**src/rtl/vm_pkg.sv**
```systemverilog
// vm_pkg: coin codes and classifier states shared with the vending-machine FSM
package vm_pkg;
  localparam logic [1:0] COIN_NONE = 2'b00;
  localparam logic [1:0] COIN_A = 2'b01;
  localparam logic [1:0] COIN_B = 2'b10;
  typedef enum logic [1:0] {IDLE, MEAS, ACCEPT, JAM} cls_state_t;
  function automatic logic [1:0] slot_code(input logic b);
    return b ? COIN_B : COIN_A;
  endfunction
endpackage

```
**src/rtl/coin_acceptor_if.sv**
```systemverilog
// coin_acceptor_if: sensor inputs and VM-facing outputs of the coin acceptor
interface coin_acceptor_if #(parameter int DEPTH = 4);
  logic coin_a_raw, coin_b_raw, cancel_raw, accept_en;
  logic [1:0] coin;
  logic cancel, reject, jam;
  logic [$clog2(DEPTH):0] fifo_count;
  modport master (
    output coin_a_raw, coin_b_raw, cancel_raw, accept_en,
    input coin, cancel, reject, jam, fifo_count
  );
  modport slave (
    input coin_a_raw, coin_b_raw, cancel_raw, accept_en,
    output coin, cancel, reject, jam, fifo_count
  );
endinterface

```
**src/rtl/coin_fifo.sv**
```systemverilog
// coin_fifo: small FIFO of accepted coin codes awaiting emission
module coin_fifo #(
  parameter int DEPTH = 4
) (
  input  logic clk,
  input  logic reset,
  input  logic push,
  input  logic [1:0] din,
  input  logic pop,
  output logic [1:0] dout,
  output logic full,
  output logic empty,
  output logic [$clog2(DEPTH):0] count
);
  localparam int AW = $clog2(DEPTH);
  localparam int CW = AW + 1;
  logic [1:0] mem [DEPTH];
  logic [AW-1:0] wp, rp;
  logic wr, rd;
  assign full = count == CW'(DEPTH);
  assign empty = count == '0;
  assign wr = push && !full;
  assign rd = pop && !empty;
  assign dout = mem[rp];
  // storage write; contents need no reset since count gates every read
  always_ff @(posedge clk)
    if (wr) mem[wp] <= din;
  // pointers wrap naturally because DEPTH is a power of two
  always_ff @(posedge clk)
    if (reset) begin
      wp <= '0;
      rp <= '0;
      count <= '0;
    end else begin
      wp <= wr ? wp + 1'b1 : wp;
      rp <= rd ? rp + 1'b1 : rp;
      count <= count + CW'(wr) - CW'(rd);
    end
endmodule

```
**src/rtl/coin_acceptor.sv**
```systemverilog
// coin_acceptor: qualifies coin/cancel sensors, classifies coins by width and paces codes to VM
module coin_acceptor
  import vm_pkg::*;
#(
  parameter int MIN_W = 4,
  parameter int MAX_W = 64,
  parameter int GAP = 2,
  parameter int DEPTH = 4
) (
  input logic clk,
  input logic reset,
  coin_acceptor_if.slave bus
);
  localparam int WW = $clog2(MAX_W + 2);
  localparam int CW = $clog2(DEPTH) + 1;
  localparam int DW = $clog2(MIN_W + 1);
  localparam int GW = $clog2(GAP + 2);
  logic [2:0] s1, s2;
  logic a_s, b_s, c_s, meas_hi, other;
  cls_state_t st;
  logic [1:0] slot, coin, dout;
  logic [WW-1:0] w;
  logic [DW-1:0] clr, cc;
  logic [GW-1:0] gap;
  logic [CW-1:0] count;
  logic pend, press, fire, push, pop, full, empty, reject, jam, cancel;
  assign {c_s, b_s, a_s} = s2;
  assign meas_hi = slot == COIN_A ? a_s : b_s;
  assign other = slot == COIN_A ? b_s : a_s;
  assign push = st == ACCEPT && bus.accept_en && !full;
  assign pop = gap == '0 && !empty;
  assign press = c_s && cc == DW'(MIN_W - 1);
  assign fire = pend && gap == '0 && empty && !push;
  assign bus.coin = coin;
  assign bus.cancel = cancel;
  assign bus.reject = reject;
  assign bus.jam = jam;
  assign bus.fifo_count = count;
  coin_fifo #(.DEPTH(DEPTH)) u_fifo (
    .clk(clk), .reset(reset), .push(push), .din(slot), .pop(pop),
    .dout(dout), .full(full), .empty(empty), .count(count)
  );
  // two-flop synchronisers for the asynchronous sensors and button
  always_ff @(posedge clk) begin
    s1 <= reset ? '0 : {bus.cancel_raw, bus.coin_b_raw, bus.coin_a_raw};
    s2 <= reset ? '0 : s1;
  end
  // classifier: measures the high time of one slot, rejects glitches and jams
  always_ff @(posedge clk)
    if (reset) begin
      st <= IDLE;
      slot <= COIN_NONE;
      w <= '0;
      clr <= '0;
      reject <= 1'b0;
      jam <= 1'b0;
    end else begin
      reject <= 1'b0;
      case (st)
        IDLE:
          if (a_s && b_s) begin
            st <= JAM;
            reject <= 1'b1;
            jam <= 1'b1;
            clr <= '0;
          end else if (a_s || b_s) begin
            st <= MEAS;
            slot <= slot_code(!a_s);
            w <= WW'(1);
          end
        MEAS:
          if (other || (meas_hi && w >= WW'(MAX_W))) begin
            st <= JAM;
            reject <= 1'b1;
            jam <= 1'b1;
            clr <= '0;
            w <= WW'(MAX_W + 1);
          end else if (!meas_hi) begin
            st <= w >= WW'(MIN_W) ? ACCEPT : IDLE;
            reject <= w < WW'(MIN_W);
          end else
            w <= w + 1'b1;
        ACCEPT: begin
          st <= IDLE;
          reject <= !push;
        end
        JAM:
          if (a_s || b_s)
            clr <= '0;
          else if (clr == DW'(MIN_W - 1)) begin
            st <= IDLE;
            jam <= 1'b0;
          end else
            clr <= clr + 1'b1;
        default: st <= IDLE;
      endcase
    end
  // emitter and cancel: one code per GAP+1 cycles, cancel only once all credit has drained
  always_ff @(posedge clk)
    if (reset) begin
      coin <= COIN_NONE;
      cancel <= 1'b0;
      gap <= '0;
      pend <= 1'b0;
      cc <= '0;
    end else begin
      cc <= !c_s ? '0 : (cc == DW'(MIN_W) ? cc : cc + 1'b1);
      coin <= pop ? dout : COIN_NONE;
      gap <= pop ? GW'(GAP) : (gap != '0 ? gap - 1'b1 : gap);
      cancel <= fire;
      pend <= press | (pend & ~fire);
    end
endmodule
```
**src/flat_wrapper.sv**
```systemverilog
// flat-port wrapper written by rule: the top's interface ports become plain ports
module coin_acceptor_flat import vm_pkg::*;
#(
  parameter int MIN_W = 4,
  parameter int MAX_W = 64,
  parameter int GAP = 2,
  parameter int DEPTH = 4
)
  (clk, reset, bus_coin_a_raw, bus_coin_b_raw, bus_cancel_raw, bus_accept_en, bus_coin, bus_cancel, bus_reject, bus_jam, bus_fifo_count);
  coin_acceptor_if #(.DEPTH(DEPTH)) bus_i ();
  input logic clk;
  input logic reset;
  input wire logic [$bits(bus_i.coin_a_raw)-1:0] bus_coin_a_raw;
  input wire logic [$bits(bus_i.coin_b_raw)-1:0] bus_coin_b_raw;
  input wire logic [$bits(bus_i.cancel_raw)-1:0] bus_cancel_raw;
  input wire logic [$bits(bus_i.accept_en)-1:0] bus_accept_en;
  output wire logic [$bits(bus_i.coin)-1:0] bus_coin;
  output wire logic [$bits(bus_i.cancel)-1:0] bus_cancel;
  output wire logic [$bits(bus_i.reject)-1:0] bus_reject;
  output wire logic [$bits(bus_i.jam)-1:0] bus_jam;
  output wire logic [$bits(bus_i.fifo_count)-1:0] bus_fifo_count;
  assign bus_i.coin_a_raw = bus_coin_a_raw;
  assign bus_i.coin_b_raw = bus_coin_b_raw;
  assign bus_i.cancel_raw = bus_cancel_raw;
  assign bus_i.accept_en = bus_accept_en;
  assign bus_coin = bus_i.coin;
  assign bus_cancel = bus_i.cancel;
  assign bus_reject = bus_i.reject;
  assign bus_jam = bus_i.jam;
  assign bus_fifo_count = bus_i.fifo_count;
  coin_acceptor #(.MIN_W(MIN_W), .MAX_W(MAX_W), .GAP(GAP), .DEPTH(DEPTH)) u_core (.clk(clk), .reset(reset), .bus(bus_i));
endmodule
```
**config.mk**
```make
export PLATFORM = sky130hd
export DESIGN_NAME = coin_acceptor_flat
export DESIGN_NICKNAME = d
export VERILOG_FILES = /design/src/rtl/vm_pkg.sv /design/src/rtl/coin_acceptor_if.sv /design/src/rtl/coin_fifo.sv /design/src/rtl/coin_acceptor.sv /design/src/flat_wrapper.sv
export SDC_FILE = /design/constraint.sdc
export NUM_CORES = 1
export LEC_CHECK = 0
export CORE_MARGIN = 4
export CORE_UTILIZATION = 39
export DETAILED_ROUTE_END_ITERATION = 6
export PLACE_DENSITY = 0.56
export SLEW_MARGIN = 25
export SYNTH_ARGS = -nofsm -noshare
export SYNTH_HDL_FRONTEND = slang
export SYNTH_SLANG_ARGS = --single-unit
export TNS_END_PERCENT = 100
```
**constraint.sdc**
```tcl
create_clock -name clk -period 3.6 [get_ports clk]
set_input_delay 0.36 -clock clk [delete_from_list [all_inputs] [get_ports clk]]
set_output_delay 0.36 -clock clk [all_outputs]
set_load 0.01 [all_outputs]
```
* After elaboration in Yosys (flattened, before gate mapping) *
Memory sizes are Yosys's and may differ from the RTL's. A register that Yosys moved wholly into a read port is not among the register bits.
Index checks and enable logic that the tools add are counted.

storage, ports and cells
  bits in latches = 0
  memories kept = 1
  memory bits (read-only) = 0
  flip-flop bits (word level) = 36
  bits of input ports = 6
  bits in writable memories = 8
  logic and storage cells = 117

operators by class
  muxes and demuxes = 34
  divide/modulo/power cells = 0
  equality and inequality tests = 18
  reductions and logical operators = 31
  bitwise logic cells = 6
  multiply operators = 0
  add/sub/neg operators = 8
  magnitude comparators = 3
  shift-type cells = 0

memory list
  memory             depth  bits a word  read ports  clocked after memory_dff  write ports  RTL line         text
  u_core.u_fifo.mem  4      2            1           1                         1            coin_fifo.sv:17  logic [1:0] mem [DEPTH];

operators by type and width
  cell                                                               number
  two-way mux 7 bit                                                  4
  two-way mux 2 bit                                                  10
  case mux 7 bit (2 select lines)                                    1
  two-way mux 3 bit                                                  4
  AND reduction 4 bit                                                3
  logical AND 1 bit                                                  11
  two-way mux 1 bit                                                  11
  case mux 3 bit (3 select lines)                                    1
  != test 2 x 1 -> 1 bit, second input constant                      4
  case mux 2 bit (4 select lines)                                    1
  adder 7 x 1 -> 7 bit, second input constant                        1
  greater-or-equal comparator 7 x 3 -> 1 bit, second input constant  1
  greater-or-equal comparator 7 bit, second input constant           1
  less-than comparator 7 x 3 -> 1 bit, second input constant         1
  adder 3 x 1 -> 3 bit, second input constant                        2
  equality test 3 x 2 -> 1 bit, second input constant                2
  equality test 3 bit, second input constant                         2
  != test 3 x 1 -> 1 bit, second input constant                      2
  case mux 1 bit (3 select lines)                                    2
  nonzero test 2 bit                                                 3
  OR reduction 2 bit                                                 3
  AND reduction 5 bit                                                1
  adder 2 x 1 -> 2 bit, second input constant                        2
  equality test 2 x 1 -> 1 bit, second input constant                2
  16 further kinds                                                   25

* Longest topological paths before layout *
Gate-level depths: netlist of the first run.

  depth in word-level cells = 8
  depth in mapped cells = 12
  mapped depth without buffers = 10

* By module *
From an unflattened synthesis of the first run, not the netlist that was laid out.

unflattened totals
  cells, all modules = 233
  area total of the unflattened synthesis = 2348.5 µm²

by module, submodules not included
  module         sequential area each (µm²)  instances  area an instance (µm²)  cells each
  coin_acceptor  620.6                       1          1582.8                  172
  coin_fifo      420.4                       1          765.7                   61

* Worst setup path before layout of the first run *
No wires, ideal clock.

  kind = reg-to-reg
  start point = register u_core.st[1]
  end point = register u_core.u_fifo.count[2]
  path slack = 1328 ps
  path buffers = 2
  stages on the path, launching flop included = 13
  period minus slack after synthesis = 2272 ps
  arrival = 2145 ps
  setup time = 128 ps
  cell sequence = dfxtp_1 buf_6 nor2b_1 o311a_1 buf_2 inv_1 ha_1 inv_1 ha_1 fa_1 xnor2_1 xnor2_1 nor2_1

on the way
  word-level cells in the longest chain between the ends = 6

RTL lines
  what                            RTL line             text
  from (decl)                     coin_acceptor.sv:20  cls_state_t st;
  from (signal assigned)          coin_acceptor.sv:79  st <= w >= WW'(MIN_W) ? ACCEPT : IDLE;
  equality test 2 bit             coin_acceptor.sv:30  assign push = st == ACCEPT && bus.accept_en && !full;
  logical AND 1 bit (2 in a row)  coin_acceptor.sv:30
  logical AND 1 bit               coin_fifo.sv:22      assign wr = push && !full;
  adder 3 x 1 -> 3 bit            coin_fifo.sv:37      count <= count + CW'(wr) - CW'(rd);
  subtractor 3 x 1 -> 3 bit       coin_fifo.sv:37
  to (signal assigned)            coin_fifo.sv:37
  to (decl)                       coin_fifo.sv:13      output logic [$clog2(DEPTH):0] count

Every way passes these cells.
A chain may end at the register's enable or synchronous reset.

* Worst setup path after layout of the first run *
  start point = register u_core.st[0]
  end point = register u_core.u_fifo.count[2]

The elaborated chain is that of the path after synthesis.

==> flow_metrics.tcl, run 1 <==
set metrics [dict create \
    status "complete, no violations" \
    synth_area_per_cell_um2 9.83 \
    rrSetupSlack_ps 990 \
    first_pass_iters 4 \
    dp_hpwl_um 2730 \
    timing.final.hold_violations 0 \
    grt_max_degree 37 \
    fp.dieArea_um2 7220 \
    required_ps 3780 \
    synthFlopType "dfxtp_1" \
    synth-edff-count 8 \
    min_path_type "reg -> reg" \
    synth_cells 235 \
    synth_nets 255 \
    viasPerCell 5.00 \
    dieHeight_um 85.0 \
    grt_pass1_vias 1517 \
    grt_overflow 0 \
    drv_cap 0 \
    ys_async_sr_fraction_pct 0 \
    power.leakage_nw 0.935 \
    nNetsFinal 264 \
    clk_pin_slew_worst_paths_ps 90 \
    initial_core_util_pct 41.2 \
    clock_latency_ps 300 \
    p_switching_uw 343 \
    setup_viol 0 \
    cp_slowest_cell "dfxtp_1" \
    fp-row-count 27 \
    fin_hold_ws_ps 444 \
    finalWorstPathRequiredPeriod_ps 2610 \
    routedWlPerCell_um 12.6 \
    setup_tns_ps 0 \
    drt_iter0_drc 82 \
    ys_types 49 \
    fill_cells 572 \
    slew_viol_final 0 \
    end_kind "flip-flop" \
    max_clock_freq_ghz 0.383 \
    vias 1585 \
    max_slew_margin_pct 62.3 \
    die_x_um 85.0 \
    p_sw_share_pct 28.8 \
    intPower_uw 845 \
    gp_congestion 0.797 \
    powerDensity_nw_per_um2 470 \
    cts_tree "built" \
    worstSetupStartpointType "flip-flop" \
    yosysWarnings 0 \
    grt_pass1_wl_um 7090 \
    antenna_found_initial 0 \
    clockRootBuffer "clkbuf_8" \
    io-pin-count 14 \
    worst-path-max-fanout 17 \
    p_seq_share_pct 51.5 \
    fin_skew_ps 5.86 \
    syn_area_um2 2310 \
    post-place-ws_ps 951 \
    post_cts_resized 0 \
    cp.arrival_ps 2790 \
    setup_ws_ps 987 \
    ys_ff_latch 46 \
    crit_type "reg -> reg" \
    drc 0 \
    crit_family "adder cells" \
    wl_um 4000 \
    tightest_slew_ps 565 \
    area_growth_pct 9.37 \
    cts_hold_buf 0 \
    cts_post_setup_buffers_inserted 0 \
    clockBufferDepth 2 \
    track_usage_pct 12.0 \
    pwr-share-clk_pct 26.4 \
    ys_seq_area_share_pct 43.3 \
    antenna_cells 0 \
    cts_buffers 5 \
    rsz0062_at_grt "false" \
    io_buffers 13 \
    fin_crit_sh_pct 72.6 \
    p_comb_share_pct 22.1 \
    cpPeakStageDelay_ps 490 \
    core_um2 5610 \
    htreeDepth 2 \
    drive_gt1_share_pct 9.39 \
    cp_cell_sequence "nor2b_1, o311a_1, inv_1, ha_1, inv_1, ha_1, fa_1, xnor2_1, xnor2_1, nor2_1" \
    cp_num_buf_inv 2 \
    max-vdd-ir-drop_mv 0.258 \
    cts.sinks 46 \
    drtAntennaViolNets 0 \
]
layer usage:
layer	GRT usage [%]	share of wire, %
met5	0	0
met4	3.45	1.0
met3	3.11	2.8
met2	20.6	47
met1	14.9	49
placed cells by master (no fill, tap or decap), types with 2 or more instances in the layout:
master and instances:
nand3_1 4, mux2_2 4, inv_1 16, nor3b_1 3, nor2_4 2, nand2_1 18, o31a_1 2, xor2_1 2
nor2b_1 12, and3_1 2, ha_1 13, a21oi_1 14, or3_1 2, edfxtp_1 8, a31oi_1 6, clkdlybuf4s50_1 13
mux2i_1 2, clkbuf_8 5, nor4b_1 2, dfxtp_1 38, xnor2_1 4, nor3_1 5, and2_1 4, buf_4 2
a211o_1 4, nor2_1 23, o22ai_1 2, and3b_1 2, nand2b_1 7, mux4_2 2
final timing paths:
| path | start | cells past startpoint | end |
|---|---|---|---|
| max reg2reg | u_core.st[0] | 10 | u_core.u_fifo.count[2] |
| max | u_core.st[0] | 10 | u_core.u_fifo.count[2] |
| min | u_core.s1[1] | 1 | u_core.s2[1] |
| min reg2reg | u_core.s1[1] | 1 | u_core.s2[1] |
power groups by stage:
stage	logic [mW]	registers (mW)	clock network, mW
final	0.263	0.612	0.314
after global placement	0.267	0.623	0
after detailed placement	0.266	0.624	0
after CTS	0.267	0.612	0.326
after floorplan	0.194	0.620	0
after global routing	0.308	0.621	0.349
final cells by class:
| class | instances | area [µm²] | share of cell area [%] |
|---|---|---|---|
| Sequential cell | 46 | 1000 | 39.6 |
| Multi-Input combinational cell | 160 | 1140 | 45.3 |
| Clock inverter | 2 | 13.8 | 0.545 |
| Timing Repair Buffer | 15 | 145 | 5.75 |
| Inverter | 16 | 60.1 | 2.38 |
| Tap cell | 72 | 90.1 | 3.57 |
| Clock buffer | 6 | 72.6 | 2.87 |
worst reg2reg max path, stage by stage (launching register included):
cell     delay (ps)
dfxtp_1         490
nor2b_1         260
o311a_1         370
inv_1           130
ha_1            290
inv_1            40
ha_1            180
fa_1            370
xnor2_1         180
xnor2_1         140
nor2_1           50
sequential cells by signal, indices dropped and copies added, names as in the netlist:
name                 cells
u_core.u_fifo.mem        8
u_core.w                 7
u_core.cc                3
u_core.clr               3
u_core.s1                3
u_core.s2                3
u_core.u_fifo.count      3
u_core.bus.coin          2
u_core.gap               2
u_core.slot              2
u_core.st                2
u_core.u_fifo.rp         2
u_core.u_fifo.wp         2
u_core.bus.cancel        1
u_core.bus.jam           1
u_core.bus.reject        1
u_core.pend              1
metrics by stage:
step | util [%] | total power [mW] | cells | cell area, µm²
after detailed placement | 43.5 | 0.890 | 309 | 2440
after global routing | 45.0 | 1.28 | 317 | 2530
final | 45.0 | 1.19 | 317 | 2530
after CTS | 45.0 | 1.21 | 317 | 2530
after global placement | 43.5 | 0.890 | 309 | 2440
after floorplan | - | 0.814 | 235 | 2310
cell usage after synthesis, types with 2 or more instances:
| library cell | number | area, µm² |
|---|---|---|
| clkbuf_1 | 3 | 11.3 |
| edfxtp_1 | 8 | 240 |
| ha_1 | 13 | 163 |
| or3_1 | 2 | 12.5 |
| o22ai_1 | 2 | 12.5 |
| nor2_4 | 2 | 22.5 |
| nand3_1 | 4 | 20.0 |
| nand2b_1 | 7 | 43.8 |
| nand2_1 | 18 | 67.6 |
| mux2i_1 | 2 | 20.0 |
| a31oi_1 | 6 | 37.5 |
| mux2_2 | 4 | 45.0 |
| mux4_2 | 2 | 45.0 |
| o31a_1 | 2 | 17.5 |
| xor2_1 | 2 | 17.5 |
| buf_2 | 3 | 15.0 |
| xnor2_1 | 4 | 35.0 |
| nor2b_1 | 12 | 75.1 |
| a21oi_1 | 14 | 70.1 |
| and3_1 | 2 | 12.5 |
| nor3_1 | 5 | 25.0 |
| inv_1 | 16 | 60.1 |
| buf_6 | 7 | 78.8 |
| nor3b_1 | 3 | 22.5 |
| nor2_1 | 23 | 86.3 |
| nor4b_1 | 2 | 17.5 |
| a211o_1 | 4 | 35.0 |
| dfxtp_1 | 38 | 761 |
| and2_1 | 4 | 25.0 |
| and3b_1 | 2 | 17.5 |
cells by family after synthesis:
group,count (synthesis),synth area share (%)
flops,46,43.3
mux,8,4.77
buf+inv,29,7.15
xor+xnor,6,2.28
fa+ha+maj,14,7.91
compound gates,38,12.2
simple gates,94,22.3
Note: power is estimated with default switching activity, not from simulation.
==> inputs of run 2 (changes only) <==
clock period = 2.5 ns   (was 3.6 ns; I/O delays follow)
==> run 2 against run 1 <==
Global-route usage is 0.10 points higher. Sequential power is 43% higher. Sequential cell count stayed put. Clock skew is 0.88 ps lower. Count of clock-buffer cells in the layout stayed put. Critical path depth stayed put.
==> flow_metrics.tcl, run 2 (synthesis gave the netlist of run 1 again) <==
set metrics [dict create \
    status "complete, no violations" \
    fp-row-count 27 \
    required_ps 2680 \
    io_buffers 13 \
    cts_hold_buf 0 \
    hold_depth 1 \
    core_um2 5610 \
    crit_type "reg -> reg" \
    cts_tree "built" \
    top_register "u_core.u_fifo.mem" \
    initial_core_util_pct 41.2 \
    tightest_slew_ps 500 \
    dieHeight_um 85.0 \
    clk_pin_slew_worst_paths_ps 80 \
    nNetsFinal 267 \
    fin_util_pct 45.9 \
    grt_max_degree 37 \
    grt_pass1_wl_um 7180 \
    rr_worst_depth 10 \
    cts.sinks 46 \
    drc 0 \
    clockBufferDepth 2 \
    io-pin-count 14 \
    antenna_cells 0 \
    max_slew_margin_pct 66.6 \
    vias 1618 \
    worstHoldEndpoint "u_core.s2[2]" \
    drt_iter0_drc 60 \
    min_path_type "reg -> reg" \
    post_cts_resized 0 \
    slew_viol_final 0 \
    max_clock_freq_ghz 0.441 \
    fin_crit_sh_pct 90.6 \
    grt_overflow 0 \
    largestRegisters "u_core.u_fifo.mem: 8 flops, u_core.w: 7 flops" \
    setup_tns_ps 0 \
    power.leakage_nw 0.957 \
    cp.arrival_ps 2440 \
    routedWlPerCell_um 12.6 \
    worst-path-max-fanout 4 \
    drv_cap 0 \
    antenna_found_initial 0 \
    end_kind "flip-flop" \
    clock_latency_ps 290 \
    first_pass_iters 4 \
    worstSetupStartpointType "flip-flop" \
    final_common_cell "dfxtp_1" \
    htreeDepth 2 \
    cts_post_setup_buffers_inserted 0 \
    drive_gt1_share_pct 10.5 \
    max-vdd-ir-drop_mv 0.363 \
    track_usage_pct 12.1 \
    cp-startpoint "u_core.u_fifo.count[2]" \
    rrSetupSlack_ps 230 \
    gp_congestion 0.703 \
    powerDensity_nw_per_um2 711 \
    fin_skew_ps 4.97 \
    wl_um 4030 \
    timing.final.hold_violations 0 \
    area_growth_pct 11.4 \
    rsz0062_at_grt "false" \
    largest_reg_flops 8 \
    die_x_um 85.0 \
    viasPerCell 5.06 \
    r2r_start "u_core.u_fifo.count[2]" \
    cts_buffers 5 \
    final_cell_mix "dfxtp_1, nor2_1, nand2_1" \
    drtAntennaViolNets 0 \
    clockRootBuffer "clkbuf_8" \
    regToRegEndpoint "u_core.u_fifo.count[2]" \
    finalWorstPathRequiredPeriod_ps 2270 \
    dp_hpwl_um 2830 \
    min_from "u_core.s1[2]" \
    setup_viol 0 \
    grt_pass1_vias 1583 \
    fp.dieArea_um2 7220 \
]
-- run 2: area by class of cell --
class	count	area, µm²
Clock buffer	6	72.6
Clock inverter	2	37.5
Fill cell	575	3040
Inverter	16	60.1
Multi-Input combinational cell	160	1140
Sequential cell	46	1000
Tap cell	72	90.1
Timing Repair Buffer	18	168
-- run 2: how the worst max path moves through the flow --
stage                             end  slack, ps  cells past startpoint
3_3_place_gp   u_core.u_fifo.count[2]        180                     10
5_1_grt        u_core.u_fifo.count[2]         70                     10
4_1_cts        u_core.u_fifo.count[2]        220                     10
6_report       u_core.u_fifo.count[2]        230                     10
2_1_floorplan  u_core.u_fifo.count[2]        230                     12
3_5_place_dp   u_core.u_fifo.count[2]        160                     10
-- run 2: report_power, final --
part / leakage (nW) / switching, mW / total (mW) / internal, mW
clock network: 0.0514 / 0.251 / 0.549 / 0.298
logic: 0.522 / 0.184 / 0.406 / 0.222
registers: 0.384 / 0.0581 / 0.873 / 0.815
-- run 2: metal layers --
layer  track usage (%)  routed length, µm
met3              3.11                167
met1              15.9               2030
met4              3.45                 34
met5                 0                  0
met2              19.7               1810
-- run 2: critical path: stages (launching register included) --
cell and delay [ps]:
dfxtp_1 350, or3_1 430, nand2_1 100, inv_1 40, ha_1 260, inv_1 30, ha_1 190, fa_1 380
xnor2_1 180, xnor2_1 130, nor2_1 50
-- run 2: stage by stage --
step / instances / hold slack [ps] / cell area (µm²) / setup slack [ps] / total power [mW]
after floorplan: 235 / 378 / 2310 / 228 / 1.17
after global placement: 312 / 418 / 2460 / 182 / 1.30
after detailed placement: 312 / 421 / 2460 / 160 / 1.30
after CTS: 320 / 443 / 2570 / 224 / 1.86
after global routing: 320 / 457 / 2570 / 70.5 / 1.96
final: 320 / 442 / 2570 / 235 / 1.83
